`src/rtl/bcd_pkg.sv`:
```
// Shared BCD types, digit limits and the digit-validity helper used by the
// BCD up/down counter and its per-digit cell.
package bcd_pkg;

  typedef logic [3:0] bcd_digit_t;

  localparam bcd_digit_t BCD_MAX = 4'd9;
  localparam bcd_digit_t BCD_MIN = 4'd0;

  function automatic logic bcd_valid(input bcd_digit_t digit);
    return digit <= BCD_MAX;
  endfunction

endpackage

```
`src/rtl/bcd_digit.sv`:
```
// One decimal digit of the BCD counter: clear, load (invalid digits become 0)
// and a single up/down step with 9<->0 rollover.
module bcd_digit
  import bcd_pkg::*;
(
  input  logic       clk,
  input  logic       rst,
  input  logic       step,
  input  logic       up,
  input  logic       clr,
  input  logic       load,
  input  bcd_digit_t d,
  output bcd_digit_t q,
  output logic       at_max,
  output logic       at_min
);

  bcd_digit_t q_next;

  always_comb begin
    q_next = q;
    if (clr) begin
      q_next = BCD_MIN;
    end else if (load) begin
      q_next = bcd_valid(d) ? d : BCD_MIN;
    end else if (step) begin
      if (up) begin
        q_next = (q == BCD_MAX) ? BCD_MIN : q + 4'd1;
      end else begin
        q_next = (q == BCD_MIN) ? BCD_MAX : q - 4'd1;
      end
    end
  end

  always_ff @(posedge clk or posedge rst) begin
    if (rst) begin
      q <= BCD_MIN;
    end else begin
      q <= q_next;
    end
  end

  assign at_max = (q == BCD_MAX);
  assign at_min = (q == BCD_MIN);

endmodule

```
`src/rtl/bcd_updown_counter.sv`:
```
// Multi-digit BCD up/down counter with ripple-enable carry chain, terminal count
// and wrap pulse. Define BCD_CNT_LOAD_EN to add the load/load_val ports and load_err.
module bcd_updown_counter
  import bcd_pkg::*;
#(
  parameter int unsigned DIGITS = 4
) (
  input  logic                clk,
  input  logic                rst,
  input  logic                clr,
  input  logic                en,
  input  logic                up,
`ifdef BCD_CNT_LOAD_EN
  input  logic                load,
  input  logic [4*DIGITS-1:0] load_val,
`endif
  output logic [4*DIGITS-1:0] q,
  output logic                tc,
  output logic                wrap,
  output logic                load_err
);

  logic                load_s;
  logic [4*DIGITS-1:0] load_val_s;

`ifdef BCD_CNT_LOAD_EN
  assign load_s     = load;
  assign load_val_s = load_val;
`else
  assign load_s     = 1'b0;
  assign load_val_s = '0;
`endif

  logic [DIGITS-1:0] at_max;
  logic [DIGITS-1:0] at_min;
  logic [DIGITS-1:0] step;
  logic [DIGITS-1:0] bad_digit;
  // chain_*[i]: every digit below i sits at its rollover value
  logic [DIGITS:0]   chain_up;
  logic [DIGITS:0]   chain_dn;

  assign chain_up[0] = 1'b1;
  assign chain_dn[0] = 1'b1;

  for (genvar i = 0; i < DIGITS; i++) begin : g_digit
    bcd_digit_t digit_q;

    assign chain_up[i+1] = chain_up[i] & at_max[i];
    assign chain_dn[i+1] = chain_dn[i] & at_min[i];
    assign step[i]       = en & (up ? chain_up[i] : chain_dn[i]);
    assign bad_digit[i]  = ~bcd_valid(load_val_s[4*i +: 4]);

    bcd_digit u_digit (
      .clk    (clk),
      .rst    (rst),
      .step   (step[i]),
      .up     (up),
      .clr    (clr),
      .load   (load_s),
      .d      (load_val_s[4*i +: 4]),
      .q      (digit_q),
      .at_max (at_max[i]),
      .at_min (at_min[i])
    );

    assign q[4*i +: 4] = digit_q;
  end

  assign tc = en & (up ? chain_up[DIGITS] : chain_dn[DIGITS]);

  // tc already folds in en, so a stepping all-9/all-0 counter is exactly a wrap
  always_ff @(posedge clk or posedge rst) begin
    if (rst) begin
      wrap <= 1'b0;
    end else if (clr || load_s) begin
      wrap <= 1'b0;
    end else begin
      wrap <= tc;
    end
  end

`ifdef BCD_CNT_LOAD_EN
  always_ff @(posedge clk or posedge rst) begin
    if (rst) begin
      load_err <= 1'b0;
    end else if (clr) begin
      load_err <= 1'b0;
    end else if (load_s) begin
      load_err <= |bad_digit;
    end
  end
`else
  assign load_err = 1'b0;
`endif

endmodule

```
`config.mk`:
```
export PLATFORM = sky130hd
export DESIGN_NAME = bcd_updown_counter
export DESIGN_NICKNAME = d
export VERILOG_FILES = /design/src/rtl/bcd_pkg.sv /design/src/rtl/bcd_digit.sv /design/src/rtl/bcd_updown_counter.sv
export SDC_FILE = /design/constraint.sdc
export NUM_CORES = 1
export LEC_CHECK = 0
export CAP_MARGIN = 20
export CORE_ASPECT_RATIO = 1.1
export CORE_MARGIN = 10
export CORE_UTILIZATION = 49
export DETAILED_ROUTE_END_ITERATION = 8
export HOLD_SLACK_MARGIN = 0.15
export PLACE_DENSITY = 0.84
export RECOVER_POWER = 50
export SLEW_MARGIN = 20
export SYNTH_ARGS = -nofsm -noshare
export SYNTH_HDL_FRONTEND = slang
export SYNTH_SLANG_ARGS = --single-unit
```
`constraint.sdc`:
```
create_clock -name clk -period 2.1 [get_ports clk]
set_input_delay 0.21 -clock clk [delete_from_list [all_inputs] [get_ports clk]]
set_output_delay 0.21 -clock clk [all_outputs]
set_load 0.005 [all_outputs]
```
== After elaboration in Yosys (flattened, before gate mapping) ==
Cells that the tools add are included.

* Word-level logic and storage cells: 60
* Register bits: 17
* Output and inout port bits: 19

* Add/sub/neg operators: 8
* Reduce and logical (&&, ||, !) cells: 8
* Equal/unequal tests: 4
* Bitwise gates (word level): 10
* Multiplexer cells: 25

{| class="wikitable"
|+ Operator list
! cell !! number
|-
| 2-to-1 mux 4 bit || 20
|-
| adder 4 x 1 -> 4 bit (second input constant) || 4
|-
| == test 4 bit (second input constant) || 4
|-
| logical NOT 4 bit || 4
|-
| subtractor 4 x 1 -> 4 bit (second input constant) || 4
|-
| AND 1 bit || 10
|-
| nonzero test 2 bit || 4
|-
| 2-to-1 mux 1 bit || 5
|}

== Longest topological paths before layout ==
* Depth after elaboration: 7
* Mapped depth: 7
* Mapped depth without buffers: 6

== By module ==
A second synthesis with hierarchy kept.

* Cells, all modules: 221
* Area total of the unflattened synthesis: 1737.9 um^2

{| class="wikitable"
|+ Modules (own cells, without submodules)
! module !! instances !! sequential area each (um^2) !! area each (um^2) !! cells an instance
|-
| bcd_digit || 4 || 100.1 || 396.6 || 51
|-
| bcd_updown_counter || 1 || 25.0 || 151.4 || 17
|}

== Least setup slack after synthesis ==
No wires, ideal clock.

* Path type: register -> output
* Start point: register g_digit[0].u_digit.q[0]
* End point: output tc
* Required time: 1.890 ns
* Stages on the path, launching flop included: 8
* Data arrival time: 1.789 ns
* Path slack: 0.101 ns
* Cell sequence: dfrtp_1 > inv_1 > ha_1 > nor4b_2 > nand4_1 > and2_1 > buf_2 > a211oi_1

* Longest elaborated chain between the ends: 6
* Elaborated cells on any way between the ends: 10

{| class="wikitable"
|+ RTL lines
! element !! line !! text
|-
| from (decl) || bcd_digit.sv:13 || <nowiki>output bcd_digit_t q,</nowiki>
|-
| from (signal assigned) || bcd_digit.sv:39 || <nowiki>q <= q_next;</nowiki>
|-
| == test 4 bit or logical NOT 4 bit (tied branches) || bcd_digit.sv:43, bcd_digit.sv:44 ||
|-
| AND 1 bit (on tied branches) (3 in series) || bcd_updown_counter.sv:48, bcd_updown_counter.sv:49 ||
|-
| 2-to-1 mux 1 bit * || bcd_updown_counter.sv:69 || <nowiki>assign tc = en & (up ? chain_up[DIGITS] : chain_dn[DIGITS]);</nowiki>
|-
| AND 1 bit * || bcd_updown_counter.sv:69 ||
|-
| to (decl) || bcd_updown_counter.sv:18 || <nowiki>output logic tc,</nowiki>
|}

Mark *: on every way between the ends. The rest lies on a longest branch, timed or not.

== Worst setup path after layout ==
* Start point: register g_digit[0].u_digit.q[1]
* End point: register g_digit[1].u_digit.q[2]

* Longest elaborated chain between the ends: 4
* Elaborated cells on any way between the ends: 5

{| class="wikitable"
|+ RTL lines
! element !! line !! text
|-
| == test 4 bit or logical NOT 4 bit (tied branches) || bcd_digit.sv:43, bcd_digit.sv:44 ||
|-
| 2-to-1 mux 1 bit * || bcd_updown_counter.sv:50 || <nowiki>assign step[i] = en & (up ? chain_up[i] : chain_dn[i]);</nowiki>
|-
| AND 1 bit * || bcd_updown_counter.sv:50 ||
|-
| nonzero test 2 bit (no source line) * || n/a ||
|-
| to (signal assigned) || bcd_digit.sv:39 ||
|-
| to (decl) || bcd_digit.sv:13 ||
|}

Marked as above.
A chain may end at the register's enable or synchronous reset.

==> key figures <==
Status
  – Status: finished with violations
  – Violated checks: setup timing

Yosys
  – Syn Area/Cell: 8.429 um^2
  – Yosys warning count: 0
  – Sequential share of the synthesized area: 27.13%
  – Yosys reg bits: 17
  – Number of flops mapped to enable cells by yosys: 0
  – Synth unique cells: 52
  – Post-synth net total: 204
  – Top_reg_cell synth: dfrtp_1
  – Area of the mapped netlist: 1568 um^2
  – Synth Instances: 186
  – Post-synth ARST share: 100.0%

Setup path
  – CP arrival: 2.34 ns
  – Worst r2r path cells: 7
  – Critical-path cell list: inv_2 > ha_4 > buf_6 > or3b_4 > a211o_4 > or3_4 > a21oi_2
  – CP required: 2.32 ns
  – Slowest cell on the critical path: dfrtp_1
  – Worst setup SP type: flip-flop
  – CP Class: flip-flop to flip-flop
  – Crit path largest cell delay: 0.43 ns
  – Highest net fanout along the worst path: 7
  – Worst setup EP type: flip-flop

Clocking
  – Clock transition at path regs: 0.10 ns
  – Clock root buffer: clkbuf_4
  – # hold bufs at CTS: 0
  – Max clock buf depth: 2
  – CTS H-tree lvls: 1
  – TritonCTS clock tree: yes
  – CTS buffer count: 3
  – Num Clock Sinks: 17
  – Skew-Pair Late Insertion Delay: 0.29 ns

Die
  – Die area: 5865 um^2
  – Std-Cell Rows: 21
  – Die height: 79.33 um
  – I/O pin total: 24
  – Initial core utilization: 51.44%
  – Core area: 3048 um^2
  – Chip width: 73.93 um

Flow run
  – Max_cap viols: 0

Cells and area
  – Fin area: 2211 um^2
  – Most frequent cells in the layout: 46 x buf_4, 17 x dfrtp_1, 16 x clkdlybuf4s50_1
  – Sequential cell area: 425.4 um^2
  – P&R area growth vs syn: 41.02%
  – Area taken by multi-input logic gates: 1077 um^2
  – Final #Nets: 266
  – Most common cell after layout, fill and taps aside: buf_4
  – Layout cells sized above 1: 28.74%
  – Fill count: 227
  – ANT cells: 0
  – Core Util, Final: 72.54%

Routing
  – WL per Instance: 16.20 um
  – DRT Wirelength: 4.551 mm
  – Initial drt markers: 187
  – # DRC: 0
  – DRT antenna net count: 0
  – Via count: 1737
  – Drt first pass iters: 4
  – Via density: 6.181

STA
  – Minimum clock period: 2.122 ns
  – RSZ-0062 raised after global routing: true
  – Setup WS post-layout: -0.02214 ns
  – F_max: 0.4712 GHz
  – Final period util: 101.1%
  – Worst Skew: 0.001883 ns
  – Final Max Tran Viols: 0
  – Final setup fails: 1
  – Actual slew at the worst max-slew pin: 0.7292 ns
  – Slew HR: 51.23%
  – Final hold slack: 0.4410 ns
  – Final hold violation count: 0

Pwr
  – Leakage: 0.9768 nW
  – Maximum VDD drop: 0.0004386 V
  – Total Power: 1.054 mW
  – Power per cell area: 476.9 nW/um^2

Global routing
  – Vias in the first global route: 1784
  – Grt ovf: 0
  – Initial antenna violation count: 0
  – First-pass GRT wire length: 7.514 mm
  – Total Routing Usage GR: 15.27%
  – Largest net degree at the start of global routing: 19

Placement
  – I/O Buffers: 22
  – Final Wtd Congestion: 0.8998
  – DPL Wire Length: 3.210 mm
  – Post-place instance area: 2087 um^2
  – Setup WS pre-CTS: -0.2169 ns

Hold path
  – Hold Path Class: input port to asynchronous set/reset pin
-- state kept, by name (all words and copies together), names as in the netlist --
register           count
g_digit.u_digit.q     16
wrap                   1
-- cells in the mapped netlist (all sizes together), types with 3 or more instances --
cell type / instances / area (um^2)
and2: 4 / 25.02
nor2b: 3 / 18.77
o21ai: 6 / 30.03
a221oi: 3 / 26.28
dfrtp: 17 / 425.4
and3b: 3 / 26.28
buf: 7 / 43.79
nand4: 3 / 18.77
a211oi: 8 / 60.06
nand2b: 6 / 37.54
nor2: 11 / 41.29
a31oi: 5 / 31.28
ha: 13 / 162.7
a311oi: 3 / 26.28
a2111oi: 3 / 33.78
nor3b: 3 / 22.52
a211o: 3 / 26.28
clkbuf: 6 / 22.52
a21oi: 13 / 65.06
nand3: 3 / 15.01
nand2: 10 / 37.54
inv: 17 / 63.81
-- cells by family (layout without fill, tap and decap cells) --
logic type                 Yosys count  in the layout  synth area share [%]
AOI/OAI and AO/OA                   63             63                 29.85
and+or+nand+nor                     59             59                 22.27
buffers and inverters               30             91                 8.300
DFF                                 17             17                 27.14
adders and majority gates           13             13                 10.38
muxes                                2              2                 1.277
other                                1              1                0.2392
xor gates and xnor gates             1              1                0.5588
-- final cells by class --
cell class,count,share of cell area [%]
clock buffer,4,1.188
inverter,17,2.886
multi-input combinational,139,48.73
sequential,17,19.24
tap,34,1.924
timing repair buffer,70,26.03
-- through the flow --
stage	TNS [ns]	cells
after floorplan	0	186
after global placement	-0.5191	272
after detailed placement	-0.7569	272
after CTS	0	276
after global routing	-0.1313	281
final	-0.02214	281
-- metal layers --
metal  track usage [%]  vias up  share of wire [%]
met2             26.54       78                 51
met4             9.515        0                3.2
li1                  -      820                  -
met5                 0        -                  0
met3             2.239       15                4.9
met1             16.71      824                 41
-- worst max-delay path: cells and delay by family, from the launching register on --
family	cells	cell delay, ns
simple gates	2	0.74
flops	1	0.43
compound gates	2	0.51
fa+ha+maj	1	0.15
buf+inv	2	0.21
-- worst paths after layout --
path / to / startpoint / slack (ns)
max: g_digit[1].u_digit.q[2]$_DFFE_PP0P_ / g_digit[0].u_digit.q[1]$_DFFE_PP0P_ / -0.02
min: g_digit[0].u_digit.q[0]$_DFFE_PP0P_ / rst / 0.44
max reg2reg: g_digit[1].u_digit.q[2]$_DFFE_PP0P_ / g_digit[0].u_digit.q[1]$_DFFE_PP0P_ / -0.02
min reg2reg: g_digit[2].u_digit.q[0]$_DFFE_PP0P_ / g_digit[2].u_digit.q[0]$_DFFE_PP0P_ / 0.63
max in group asynchronous: g_digit[1].u_digit.q[1]$_DFFE_PP0P_ / rst / 1.23
min in group clk: g_digit[2].u_digit.q[0]$_DFFE_PP0P_ / g_digit[2].u_digit.q[0]$_DFFE_PP0P_ / 0.63
-- power breakdown --
group | internal, mW | switching (mW)
logic | 0.263 | 0.234
clock network | 0.0740 | 0.110
registers | 0.350 | 0.0237
-- what timing repair did --
action,CTS,global route
pin swaps,2,7
hold endpoints to repair,0,0
buffers inserted,0,5
endpoints found under the setup margin,4,4
gates resized for setup,15,8
No activity file was read; power rests on OpenSTA's default activity.
